## src/rtl/tmr_recovery_ctrl.sv

```systemverilog
`default_nettype none
// ============================================================================
// Module   : tmr_recovery_ctrl
// Purpose  : Recovery sequencer for a triple-redundant core cluster.
//            It enables the bus voter's checker and watches its mismatch flag.
//            On a single-hart divergence it halts every hart through debug
//            request, starts the state-resync routine, then releases the harts.
//            A multi-hart divergence is declared an uncorrectable fault.
// Revision : 1.0 - initial release
// ----------------------------------------------------------------------------
// Ports
//   clk_i             in   1       clock
//   rst_ni            in   1       asynchronous active-low reset
//   tmr_enable_i      in   1       TMR mode enable (config register)
//   voter_error_i     in   1       voter mismatch flag
//   voter_error_id_i  in   NHARTS  per-hart mismatch vector from the voter
//   core_halted_i     in   NHARTS  per-hart debug-halted status
//   resync_done_i     in   1       resync routine finished (level or pulse)
//   voter_enable_o    out  1       voter checker enable
//   debug_req_o       out  NHARTS  halt request to every hart
//   resync_start_o    out  1       one-cycle pulse starting the state resync
//   faulty_hart_o     out  NHARTS  one-hot ID of the last corrected hart
//   fault_count_o     out  CNT_W   corrected-fault count, saturating
//   recovery_busy_o   out  1       recovery sequence in progress
//   fatal_o           out  1       uncorrectable fault or recovery timeout
// ============================================================================
module tmr_recovery_ctrl #(
  parameter int NHARTS  = 3,
  parameter int TIMEOUT = 1024,
  parameter int CNT_W   = 16
) (
  input  logic              clk_i,
  input  logic              rst_ni,
  input  logic              tmr_enable_i,
  input  logic              voter_error_i,
  input  logic [NHARTS-1:0] voter_error_id_i,
  input  logic [NHARTS-1:0] core_halted_i,
  input  logic              resync_done_i,
  output logic              voter_enable_o,
  output logic [NHARTS-1:0] debug_req_o,
  output logic              resync_start_o,
  output logic [NHARTS-1:0] faulty_hart_o,
  output logic [CNT_W-1:0]  fault_count_o,
  output logic              recovery_busy_o,
  output logic              fatal_o
);

  // Timeout counter only has to reach TIMEOUT-1.
  localparam int              c_TMO_W    = $clog2(TIMEOUT);
  localparam logic [c_TMO_W-1:0] c_TMO_LAST = c_TMO_W'(TIMEOUT - 1);

  localparam logic [2:0] c_ST_DISABLED = 3'd0;
  localparam logic [2:0] c_ST_ACTIVE   = 3'd1;
  localparam logic [2:0] c_ST_HALT     = 3'd2;
  localparam logic [2:0] c_ST_RESYNC   = 3'd3;
  localparam logic [2:0] c_ST_RELEASE  = 3'd4;
  localparam logic [2:0] c_ST_FATAL    = 3'd5;

  logic [2:0]         r_state;
  logic [2:0]         w_state_next;
  logic [c_TMO_W-1:0] r_tmo_cnt;
  logic               r_drop_pending;
  logic               r_resync_pulse;
  logic [NHARTS-1:0]  r_faulty_hart;
  logic [CNT_W-1:0]   r_fault_cnt;

  logic [NHARTS-1:0]  w_id_low_cleared;
  logic               w_err_single;
  logic               w_err_multi;
  logic               w_all_halted;
  logic               w_none_halted;
  logic               w_tmo_hit;
  logic               w_capture_fault;

  // id & (id-1) clears the lowest set bit: zero result with a non-zero id
  // means exactly one hart diverged, non-zero result means two or more.
  // An all-zero id with the error flag set carries no culprit and is ignored.
  assign w_id_low_cleared = voter_error_id_i & (voter_error_id_i - NHARTS'(1));
  assign w_err_single     = voter_error_i && (voter_error_id_i != '0) &&
                            (w_id_low_cleared == '0);
  assign w_err_multi      = voter_error_i && (w_id_low_cleared != '0);

  assign w_all_halted     = &core_halted_i;
  assign w_none_halted    = ~|core_halted_i;
  assign w_tmo_hit        = (r_tmo_cnt == c_TMO_LAST);

  // ---------------------------------------------------------------------------
  // State register
  // ---------------------------------------------------------------------------
  always_ff @(posedge clk_i or negedge rst_ni) begin
    if (!rst_ni) begin
      r_state <= c_ST_DISABLED;
    end else begin
      r_state <= w_state_next;
    end
  end

  // ---------------------------------------------------------------------------
  // Next-state logic
  // ---------------------------------------------------------------------------
  always_comb begin
    w_state_next = r_state;
    case (r_state)
      c_ST_DISABLED: begin
        if (tmr_enable_i) w_state_next = c_ST_ACTIVE;
      end
      c_ST_ACTIVE: begin
        // Disabling wins over an error seen in the same cycle.
        if (!tmr_enable_i)     w_state_next = c_ST_DISABLED;
        else if (w_err_single) w_state_next = c_ST_HALT;
        else if (w_err_multi)  w_state_next = c_ST_FATAL;
      end
      c_ST_HALT: begin
        // A disable aborts the recovery: skip resync and let the harts go.
        // A full halt seen on the last allowed cycle still beats the timeout.
        if (!tmr_enable_i)     w_state_next = c_ST_RELEASE;
        else if (w_all_halted) w_state_next = c_ST_RESYNC;
        else if (w_tmo_hit)    w_state_next = c_ST_FATAL;
      end
      c_ST_RESYNC: begin
        // The resync routine has no bound here; software owns its duration.
        if (!tmr_enable_i || resync_done_i) w_state_next = c_ST_RELEASE;
      end
      c_ST_RELEASE: begin
        if (w_none_halted)  w_state_next = r_drop_pending ? c_ST_DISABLED : c_ST_ACTIVE;
        else if (w_tmo_hit) w_state_next = c_ST_FATAL;
      end
      c_ST_FATAL: begin
        if (!tmr_enable_i) w_state_next = c_ST_DISABLED;
      end
      default: w_state_next = c_ST_DISABLED;
    endcase
  end

  // ---------------------------------------------------------------------------
  // Output decode (Moore: a pure function of registered state)
  // ---------------------------------------------------------------------------
  always_comb begin
    voter_enable_o  = 1'b0;
    debug_req_o     = '0;
    recovery_busy_o = 1'b0;
    fatal_o         = 1'b0;
    case (r_state)
      c_ST_ACTIVE: begin
        voter_enable_o = 1'b1;
      end
      c_ST_HALT, c_ST_RESYNC: begin
        debug_req_o     = '1;
        recovery_busy_o = 1'b1;
      end
      c_ST_RELEASE: begin
        recovery_busy_o = 1'b1;
      end
      c_ST_FATAL: begin
        fatal_o = 1'b1;
      end
      default: begin
        voter_enable_o = 1'b0;
      end
    endcase
  end

  assign resync_start_o = r_resync_pulse;
  assign faulty_hart_o  = r_faulty_hart;
  assign fault_count_o  = r_fault_cnt;

  // ---------------------------------------------------------------------------
  // Timeout counter: restarts on every state change so it measures time spent
  // in the current HALT or RELEASE visit only.
  // ---------------------------------------------------------------------------
  always_ff @(posedge clk_i or negedge rst_ni) begin
    if (!rst_ni) begin
      r_tmo_cnt <= '0;
    end else if (w_state_next != r_state) begin
      r_tmo_cnt <= '0;
    end else if ((r_state == c_ST_HALT) || (r_state == c_ST_RELEASE)) begin
      r_tmo_cnt <= r_tmo_cnt + c_TMO_W'(1);
    end
  end

  // ---------------------------------------------------------------------------
  // drop_pending remembers an abort so RELEASE exits to DISABLED, not ACTIVE.
  // ---------------------------------------------------------------------------
  always_ff @(posedge clk_i or negedge rst_ni) begin
    if (!rst_ni) begin
      r_drop_pending <= 1'b0;
    end else if (w_state_next == c_ST_DISABLED) begin
      r_drop_pending <= 1'b0;
    end else if (((r_state == c_ST_HALT) || (r_state == c_ST_RESYNC)) && !tmr_enable_i) begin
      r_drop_pending <= 1'b1;
    end
  end

  // ---------------------------------------------------------------------------
  // Resync start: high only in the first RESYNC cycle, which can only be
  // reached from HALT.
  // ---------------------------------------------------------------------------
  always_ff @(posedge clk_i or negedge rst_ni) begin
    if (!rst_ni) begin
      r_resync_pulse <= 1'b0;
    end else begin
      r_resync_pulse <= (r_state == c_ST_HALT) && (w_state_next == c_ST_RESYNC);
    end
  end

  // ---------------------------------------------------------------------------
  // Sticky fault record; survives DISABLED and FATAL, cleared only by reset.
  // ---------------------------------------------------------------------------
  assign w_capture_fault = (r_state == c_ST_ACTIVE) && (w_state_next == c_ST_HALT);

  always_ff @(posedge clk_i or negedge rst_ni) begin
    if (!rst_ni) begin
      r_faulty_hart <= '0;
      r_fault_cnt   <= '0;
    end else if (w_capture_fault) begin
      r_faulty_hart <= voter_error_id_i;
      if (r_fault_cnt != '1) begin
        r_fault_cnt <= r_fault_cnt + CNT_W'(1);
      end
    end
  end

endmodule
`default_nettype wire

```

## config.mk

```make
export PLATFORM = sky130hd
export DESIGN_NAME = tmr_recovery_ctrl
export DESIGN_NICKNAME = d
export VERILOG_FILES = /design/src/rtl/tmr_recovery_ctrl.sv
export SDC_FILE = /design/constraint.sdc
export NUM_CORES = 1
export LEC_CHECK = 0
export CAP_MARGIN = 20
export CORE_AREA = 4 4 70 72
export CTS_CLUSTER_DIAMETER = 40
export DETAILED_ROUTE_END_ITERATION = 7
export DIE_AREA = 0 0 74 76
export PLACE_DENSITY = 0.8
export REMOVE_ABC_BUFFERS = 1
export SLEW_MARGIN = 20
export SYNTH_ARGS = -nofsm -noshare
export SYNTH_HDL_FRONTEND = slang
export SYNTH_SLANG_ARGS = --single-unit
```

## constraint.sdc

```tcl
create_clock -name clk_i -period 1.7 [get_ports clk_i]
set_input_delay 0.17 -clock clk_i [delete_from_list [all_inputs] [get_ports clk_i]]
set_output_delay 0.17 -clock clk_i [all_outputs]
set_load 0.02 [all_outputs]
```

==> impl_metrics.toml <==
[outcome]
status = "finished with violations"
violations = "negative setup slack"

[floorplan]
fp.dieW_um = 74
die_area_um2 = 5620
fp.dieH_um = 76
boundaryPins = 37
start_util = 0.459
fp-row-count = 24
coreArea_um2 = 4290

[worst_setup_path]
cp.required_ns = 1.89
slowest_stage = "a2111oi_1"
ff2ff_setup_slack_ns = -0.44
path_delay_family = "compound AO/OA/AOI/OAI gates"
r2r_cells = 9
crit_chain = "clkdlybuf4s50_1 > and4bb_2 > a2111oi_1 > a211o_1 > a31o_4 > buf_16 > buf_12 > nor4_2"
path_max_fanout = 5
worst_setup_path_end_kind = "register"
cpPeakStageDelay_ns = 0.59
crit_type = "in2reg"
crit_path_start_kind = "input pin"
worstPathBufferInverterCount = 3
cp.depth = 8
worst_ep_arrival_time_ns = 2.38

[placement]
io_buffers = 36
dp_cells = 340
place.gp.congestion = 0.891
dpl.hpwl_um = 3880

[clocking]
root_buffer = "clkbuf_8"
clock_latency_ns = 0.31
cts_tree = "yes"
cts_buffer_depth = 2
cts_htree_levels = 2
cts_hold_repair.buffers = 0
cts-buffers-inserted = 5
clkSlewWorstSetupHoldPaths_ns = 0.09
cts.sinks = 34

[timing]
fin_crit_sh = 1.28
setup-violations-final = 34
tightest_slew_ns = 0.607
skew_ns = 0.0162
rsz0062_at_grt = "yes"
hold_viol = 0
fmax_mhz = 458
fin_ws_ns = -0.484
finalMaxSlewViolations = 0
relSlewSlack = 0.594
hold-worst-slack_ns = 0.288
fin_crit_ns = 2.18

[pwr]
power_density_nw_per_um2 = 1250
peakVddDrop_v = 0.00127
p_leak_uw = 0.00180

[synthesis]
seq_area_frac_synth = 0.431
syn-cell-area_um2 = 1970
yosys_warnings = 0
synth_cell_types = 43
ys_ff_latch = 34
avgSynthCellArea_um2 = 10.0
syn_inst = 197

[grt]
grt_max_degree = 35
grt_usage = 0.312
overflow = 0
grt_pass1_vias = 2419
antenna_found_initial = 0
grt_pass1_wl_um = 13300

[detailed_routing]
wl_per_cell_um = 28.9
drt-initial-drc-count = 274
drc = 0
wl_um = 11000
vias = 2640
vias_per_cell = 6.93
drt.antenna.violating_nets = 0
dr.pass1.iters = 5

[layout]
drive_gt1_frac = 0.581
layout_commonest_cell = "buf_4"
area_growth_pct = 104
nets = 341
stdcell_count = 381
mostFrequentLayoutCells = "buf_4 (71), dfrtp_1 (32), clkdlybuf4s50_1 (26)"
fill_cells = 120
insertedDiodeCount = 0

[flow_run]
drv_cap = 0

[hold_path]
hold_path.class = "in2async"
==> cells by family after synthesis <==
logic type               count (synthesis)  share of synthesized area
flip-flops                              34                      0.431
XOR/XNOR                                24                      0.107
AO/OA/AOI/OAI                           24                      0.102
buffers and inverters                   13                     0.0317
AND/OR/NAND/NOR                         95                      0.287
multiplexers                             5                     0.0286
adder cells (fa/ha/maj)                  2                     0.0127
==> power breakdown <==
group,switching (µW),leakage (µW),internal (µW),total [µW]
Sequential,128,0.000459,924,1050
Clock,343,0.0000714,626,969
Combinational,1550,0.00127,1430,2990
==> per-layer routing <==
metal / global-route usage / share of wire / vias up
li1: - / - / 1007
met1: 0.392 / 0.35 / 1279
met2: 0.513 / 0.49 / 264
met3: 0.0594 / 0.092 / 90
met4: 0.132 / 0.073 / 0
met5: 0 / 0 / -
==> area by class of cell <==
type                            instances  area, µm²  area share
Tap cell                               52       65.1      0.0162
Clock buffer                            6       82.6      0.0206
Clock inverter                          2       60.1      0.0150
Sequential cell                        34        853       0.213
Timing Repair Buffer                  133       1250       0.312
Inverter                                4       15.0     0.00374
Multi-Input combinational cell        150       1680       0.420
==> through the flow <==
| stage | TNS (ns) | util | setup slack (ns) | total power [µW] | area (µm²) |
|---|---|---|---|---|---|
| 2_1_floorplan | -6.62 | - | -0.411 | 1700 | 1920 |
| 5_1_grt | -10.96 | 0.935 | -0.511 | 5110 | 4010 |
| 6_report | -9.52 | 0.935 | -0.484 | 5010 | 4010 |
| 4_1_cts | -3.14 | 0.842 | -0.179 | 4250 | 3620 |
| 3_3_place_gp | -11.91 | 0.662 | -0.449 | 2470 | 2840 |
| 3_5_place_dp | -14.99 | 0.662 | -0.542 | 2500 | 2840 |
==> cells in the mapped netlist <==
cell       instances  area (µm²)
o31ai_2            1        12.5
nand4_1           11        68.8
nor4_2             2        25.0
nand2b_1           2        12.5
a21oi_2            1        8.76
ha_1               2        25.0
o211ai_1           3        22.5
o21ai_0            3        15.0
and2_1             1        6.26
nand3b_1           2        15.0
mux2_2             5        56.3
o31a_1             2        17.5
a21oi_1            2        10.0
a22oi_2            1        12.5
nor3b_1            2        15.0
or3_1              2        12.5
o41ai_1            1        8.76
a2111oi_0          1        8.76
buf_1              2        7.51
and4bb_2           1        12.5
nand2_1           12        45.0
nor4b_1            2        17.5
buf_2              5        25.0
inv_1              4        15.0
dfrtp_1           34         851
and3_1             3        18.8
nor2_1             7        26.3
nand3_1           17        85.1
a211o_1            2        17.5
a211oi_1           2        15.0
buf_4              2        15.0
nor4_1            16         100
nor4_4             1        21.3
nor2b_1            4        25.0
xor2_1            10        87.6
xnor2_1           14         123
o311a_1            1        10.0
a31oi_2            1        12.5
or3b_2             1        8.76
nand3b_2           1        11.3
o32a_1             2        20.0
nor3_1             8        40.0
a31o_1             1        8.76
==> repair_timing <==
action,in CTS,in global routing
setup endpoints to repair,39,39
pin swaps,38,43
endpoints found under the hold margin,0,0
gates resized for setup,108,56
setup buffers,17,17
cloned,3,1
==> worst register-to-register path, cell delays in order, from the launching register on <==
cell,delay [ns]
dfrtp_1,0.43
ha_2,0.21
inv_2,0.08
buf_6,0.11
o41ai_4,0.06
o311a_1,0.34
a31o_4,0.27
buf_16,0.15
buf_12,0.12
nor4_2,0.26
==> registers in the layout, indices dropped and copies added, names as in the netlist <==
name,count
fault_count_o,16
faulty_hart_o,3
r_drop_pending,1
r_state,3
r_tmo_cnt,10
resync_start_o,1
==> final timing paths <==
kind | from | endpoint
worst max-delay path | voter_error_i | r_tmo_cnt[6]
worst min-delay path | rst_ni | r_tmo_cnt[1]
worst max register to register | r_tmo_cnt[1] | r_tmo_cnt[6]
worst min register to register | faulty_hart_o[0] | faulty_hart_o[0]
max in group asynchronous | rst_ni | fault_count_o[7]
min in group clk_i | faulty_hart_o[0] | faulty_hart_o[0]
Note: power is estimated with default switching activity, not from simulation.
